==> config.mk <==
export PLATFORM = sky130hd
export DESIGN_NAME = pattern_seq
export DESIGN_NICKNAME = d
export VERILOG_FILES = /design/src/rtl/pattern_seq_pkg.sv /design/src/rtl/pattern_seq_step_tick.sv /design/src/rtl/pattern_seq.sv
export SDC_FILE = /design/constraint.sdc
export NUM_CORES = 1
export LEC_CHECK = 0
export ABC_CLOCK_PERIOD_IN_PS = 2910
export CORE_MARGIN = 1
export CORE_UTILIZATION = 25
export DETAILED_ROUTE_END_ITERATION = 16
export PLACE_DENSITY = 0.45
export SETUP_SLACK_MARGIN = 0.5
export SYNTH_ARGS = -nofsm -noshare
export SYNTH_HDL_FRONTEND = slang
export SYNTH_SLANG_ARGS = --single-unit
==> constraint.sdc <==
create_clock -name iCLK -period 2.91 [get_ports iCLK]
set_input_delay 0.582 -clock iCLK [delete_from_list [all_inputs] [get_ports iCLK]]
set_output_delay 0.582 -clock iCLK [all_outputs]
set_load 0.005 [all_outputs]
==> src/rtl/pattern_seq_pkg.sv <==
// rtl/pattern_seq_pkg.sv - shared state encoding, mode constants and width helpers for pattern_seq
package pattern_seq_pkg;

   typedef enum logic {
      IDLE = 1'b0,
      RUN  = 1'b1
   } seqState_t;

   localparam logic MODE_REPEAT  = 1'b0;
   localparam logic MODE_ONESHOT = 1'b1;

   // Length must encode 0..MAX_LEN inclusive; step only 0..MAX_LEN-1.
   function automatic int lenWidth(input int maxLen);
      return $clog2(maxLen + 1);
   endfunction

   function automatic int stepWidth(input int maxLen);
      return (maxLen > 1) ? $clog2(maxLen) : 1;
   endfunction

   function automatic int divWidth(input int clkDiv);
      return (clkDiv > 1) ? $clog2(clkDiv) : 1;
   endfunction

endpackage

==> src/rtl/pattern_seq_step_tick.sv <==
// rtl/pattern_seq_step_tick.sv - prescaler producing one step tick every CLK_DIV clocks
module step_tick
   import pattern_seq_pkg::*;
#(
   parameter int CLK_DIV = 2500000
) (
   input  logic iCLK,
   input  logic iRST_N,
   input  logic iCLR,
   output logic oTICK
);

   localparam int CW = divWidth(CLK_DIV);
   localparam logic [CW-1:0] LAST = CW'(CLK_DIV - 1);

   logic [CW-1:0] cnt;

   always_ff @(posedge iCLK or negedge iRST_N) begin
      if (!iRST_N) begin
         cnt <= '0;
      end else if (iCLR || cnt == LAST) begin
         cnt <= '0;
      end else begin
         cnt <= cnt + CW'(1);
      end
   end

   assign oTICK = (cnt == LAST) && !iCLR;

endmodule

==> src/rtl/pattern_seq.sv <==
// rtl/pattern_seq.sv - multi-channel step-pattern sequencer with shadowed reload
module pattern_seq
   import pattern_seq_pkg::*;
#(
   parameter int CLK_DIV = 2500000,
   parameter int MAX_LEN = 16,
   parameter int CH      = 1
) (
   input  logic                           iCLK,
   input  logic                           iRST_N,
   input  logic                           iLOAD,
   input  logic [MAX_LEN*CH-1:0]          iPATTERN,
   input  logic [lenWidth(MAX_LEN)-1:0]   iLEN,
   input  logic                           iMODE,
   input  logic                           iSTART,
   input  logic                           iSTOP,
   output logic [CH-1:0]                  oSIG,
   output logic [stepWidth(MAX_LEN)-1:0]  oSTEP,
   output logic                           oBUSY,
   output logic                           oDONE
);

   localparam int LW = lenWidth(MAX_LEN);
   localparam int SW = stepWidth(MAX_LEN);
   localparam int PW = MAX_LEN * CH;
   localparam logic [LW-1:0] LEN_MAX = LW'(MAX_LEN);

   seqState_t     state, stateNxt;
   logic [SW-1:0] step, stepNxt;
   logic [PW-1:0] actPat, actPatNxt, shdPat, shdPatNxt, pendPat;
   logic [LW-1:0] actLen, actLenNxt, shdLen, shdLenNxt, pendLen, loadLen;
   logic          pending, pendingNxt, mode, modeNxt, doneNxt;
   logic          tick, clr, rewind, pendAny;
   logic [CH-1:0] sigNxt;

   step_tick #(.CLK_DIV(CLK_DIV)) uTick (
      .iCLK   (iCLK),
      .iRST_N (iRST_N),
      .iCLR   (clr),
      .oTICK  (tick)
   );

   assign loadLen = (iLEN > LEN_MAX) ? LEN_MAX : iLEN;
   // A load in the same cycle as a rewind takes effect at that rewind.
   assign pendAny = pending | iLOAD;
   assign pendPat = iLOAD ? iPATTERN : shdPat;
   assign pendLen = iLOAD ? loadLen : shdLen;

   always_comb begin
      stateNxt   = state;
      stepNxt    = step;
      actPatNxt  = actPat;
      actLenNxt  = actLen;
      shdPatNxt  = shdPat;
      shdLenNxt  = shdLen;
      pendingNxt = pending;
      modeNxt    = mode;
      doneNxt    = 1'b0;
      clr        = 1'b0;
      rewind     = 1'b0;
      sigNxt     = '0;

      if (state == IDLE) begin
         clr = 1'b1;
         if (iLOAD) begin
            actPatNxt = iPATTERN;
            actLenNxt = loadLen;
         end
         if (iSTART && !iSTOP && actLenNxt != '0) begin
            stateNxt = RUN;
            stepNxt  = '0;
            modeNxt  = iMODE;
         end
      end else begin
         if (iLOAD) begin
            shdPatNxt  = iPATTERN;
            shdLenNxt  = loadLen;
            pendingNxt = 1'b1;
         end
         if (iSTOP) begin
            stateNxt = IDLE;
            stepNxt  = '0;
            clr      = 1'b1;
            rewind   = 1'b1;
         end else if (iSTART) begin
            stepNxt = '0;
            modeNxt = iMODE;
            clr     = 1'b1;
            rewind  = 1'b1;
         end else if (tick) begin
            if (LW'(step) != actLen - LW'(1)) begin
               stepNxt = step + SW'(1);
            end else if (mode == MODE_REPEAT) begin
               stepNxt = '0;
               rewind  = 1'b1;
            end else begin
               stateNxt = IDLE;
               stepNxt  = '0;
               doneNxt  = 1'b1;
               rewind   = 1'b1;
            end
         end
         if (rewind && pendAny) begin
            actPatNxt  = pendPat;
            actLenNxt  = pendLen;
            pendingNxt = 1'b0;
         end
         // A shadow of length 0 cannot be played, so it parks the sequencer.
         if (rewind && actLenNxt == '0) begin
            stateNxt = IDLE;
         end
      end

      if (stateNxt == RUN) begin
         sigNxt = actPatNxt[int'(stepNxt)*CH +: CH];
      end
   end

   always_ff @(posedge iCLK or negedge iRST_N) begin
      if (!iRST_N) begin
         state   <= IDLE;
         step    <= '0;
         actPat  <= '0;
         actLen  <= '0;
         shdPat  <= '0;
         shdLen  <= '0;
         pending <= 1'b0;
         mode    <= MODE_REPEAT;
         oSIG    <= '0;
         oBUSY   <= 1'b0;
         oDONE   <= 1'b0;
      end else begin
         state   <= stateNxt;
         step    <= stepNxt;
         actPat  <= actPatNxt;
         actLen  <= actLenNxt;
         shdPat  <= shdPatNxt;
         shdLen  <= shdLenNxt;
         pending <= pendingNxt;
         mode    <= modeNxt;
         oSIG    <= sigNxt;
         oBUSY   <= (stateNxt == RUN);
         oDONE   <= doneNxt;
      end
   end

   assign oSTEP = step;

endmodule

==> run metrics <==
status completed; Tmin final 2.80 ns; commonest non-fill, non-tap cell in the layout dfrtp_1; clk buf depth 2; Crit Reg-Reg Endpoint oSIG$_DFF_PN0_; Top Usage Layer GRT met2; setup TNS 0 ns; EDFF count, synth 0; share of synthesized registers carrying an async set or reset 100%; met2 global-route usage 21.2%; pin count of the biggest net entering global routing 74; Final period util 96.3%; global-route wire length before repair 17100 um; crit path to oSIG$_DFF_PN0_; gr usage total 13.9%; clock-pin slew on the worst setup and hold paths 0.06 ns; Die Wd 124 um; peak supply drop 0.270 mV; Critical Path Fanout Max 6; fillers 1407; WL/cell 15.5 um; H-Tree Depth 3; initial antenna violation count 0; initial drt markers 133; port buffer count 33; total routed wirelength 10200 um; RSZ-0062 raised after global routing true; GR Util met1 19.1%; commonest non-fill, non-tap cells in the layout dfrtp_1 (72), buf_4 (61), nor2_1 (48); die area 15500 um2; Post-Place Worst Slack -0.332 ns; Slew Viols, Final 0; cell count after placement 629; DRT antenna net count 0; CORE AREA 14600 um2; ys flop type dfrtp_1; register area share after synthesis 48.7%; post-synthesis cell count 371; Layout area overhead 41.1%; Hold-fix buffers, CTS 0; Core Util, Final 36.2%; Synth Cell Area 3750 um2; pwr/cell area 561 nW/um2; DRC 0; Worst R2R Start uTick.cnt[9]$_DFF_PN0_; final worst slack 0.109 ns; synthesized flop and latch total 73; Syn. warnings 0; Antenna Cells 0; Leak Pwr 2.18 nW; Skew-Pair Late Insertion Delay 0.34 ns; Hold Violations, Final 0; CP arrival 3.01 ns; CP required 3.12 ns; via count 3201; skew final 0.00529 ns; Netlist cell types 66; via/cell ratio 4.86; Setup crit end kind register; first-pass iteration count of the detailed router 6; gr ovfl total 0; Max Cap Viol 0; CTS Buf Count 9; GP Congestion 0.838; CTS tree done; clk sinks 73; count of non-filler cells in the finished layout 659; vias in the first global route 3328; clk root buf clkbuf_16; slew margin rel. 34.2%; worst setup path class primary input to register; row count 44; Pwr Total 2.96 mW; syn avg cell area 10.1 um2; Critical Path Start iLEN[0]; I/O Pins 34; Synth Net Count 401; DPL Wire Length 7110 um; M3 GR Usage 3.39%; Hold Path Class primary input to asynchronous set/reset pin; Fmax achieved 357 MHz; worst reg-to-reg setup slack 0.12 ns; initial core utilization 25.7%; die height 124 um; Startpoint Class primary input; worst-margin pin slew 0.987 ns; worst-case reg-to-reg path depth 8; share of cells above drive strength 1 32.6%; Final #Nets 501; final setup fails 0
==> layout make-up <==
| cell class | count | area, um2 | area share (%) |
|---|---|---|---|
| well taps | 184 | 230 | 4.35 |
| repair buffers | 102 | 898 | 17.0 |
| inverters | 11 | 41.3 | 0.781 |
| clock inverters | 2 | 12.5 | 0.237 |
| flip-flops and latches | 73 | 1830 | 34.6 |
| clock buffers | 13 | 270 | 5.11 |
| multi-input cells | 274 | 2010 | 38.0 |
==> per-layer routing <==
layer,wire (um),vias up
met1,5110,1571
met3,412,13
met4,203,0
met2,4500,59
met5,0,-
li1,-,1558
==> registers in the layout (all words and copies together), names as in the netlist <==
signal / cells
mode: 1
oSTEP: 4
shdPat: 16
state: 1
actLen: 5
oDONE: 1
uTick.cnt: 22
shdLen: 5
actPat: 16
oSIG: 1
pending: 1
==> worst min-delay path by stage <==
stage                               to  slack (ns)                    from
2_1_floorplan      actLen[0]$_DFF_PN0_        0.29                  iRST_N
3_3_place_gp     shdPat[2]$_DFFE_PN0P_        0.49   shdPat[2]$_DFFE_PN0P_
3_5_place_dp    uTick.cnt[0]$_DFF_PN0_        0.49  uTick.cnt[0]$_DFF_PN0_
4_1_cts         shdPat[11]$_DFFE_PN0P_        0.45                  iRST_N
5_1_grt        uTick.cnt[15]$_DFF_PN0_        0.49                  iRST_N
6_report       uTick.cnt[11]$_DFF_PN0_        0.42                  iRST_N
==> critical path, cell delays in order <==
cell	delay (ns)
clkdlybuf4s50_1	0.43
or4_1	0.42
or3_4	0.41
a21oi_4	0.19
nand2b_4	0.16
a22oi_2	0.09
inv_2	0.12
mux2_2	0.36
o2111ai_2	0.16
a31oi_1	0.10
==> Yosys cell counts, types with 3 or more instances <==
cell       number  share of area (%)
mux2_2         19                5.7
a22oi_1         5                1.0
nand4_1         4               0.67
o22ai_1         8                1.3
inv_1          11                1.1
a31oi_1         3               0.50
xor2_1         13                3.0
o221a_1         3               0.90
nand2b_1        5               0.83
nand3_1        11                1.5
clkbuf_1        8               0.80
a21oi_1        15                2.0
nand2_1        24                2.4
or2_2           7                1.2
or4_1           3               0.60
nor3_1         10                1.3
o21ai_0        18                2.4
or3_1           6                1.0
and3_1          4               0.67
nor2_1         50                5.0
o2bb2ai_1       3               0.70
dfrtp_1        73                 49
ha_1            3                1.0
xnor2_1         7                1.6
nor2b_1         3               0.50
==> cells by family (layout without fill, tap and decap cells) <==
group	Yosys count	count (layout)	synth area share, %
AO/OA/AOI/OAI	83	83	16.4
XOR/XNOR	20	20	4.67
adder cells (fa/ha/maj)	3	3	1.00
buffers and inverters	24	128	2.87
flip-flops	73	73	48.7
multiplexers	19	19	5.71
AND/OR/NAND/NOR	149	149	20.6
==> timing repair <==
| action | CTS | global route |
|---|---|---|
| resized for setup | 14 | 31 |
| endpoints found under the setup margin | 13 | 19 |
| gates cloned | 0 | 1 |
| pin swaps | 2 | 8 |
| setup buffers | 9 | 5 |
==> stage by stage <==
step                      instance area, um2  hold slack [ns]
final                                   5290            0.415
after global routing                    5290            0.490
after CTS                               5120            0.447
after detailed placement                4700            0.488
after global placement                  4700            0.485
after floorplan                         3770            0.286
==> power breakdown <==
part           switching, mW  internal, mW  leakage [nW]
clock network          0.418         0.641         0.138
registers              0.126          1.19         0.919
logic                  0.266         0.326          1.13
total                  0.810          2.15          2.18
No activity file was read; power rests on OpenSTA's default activity.
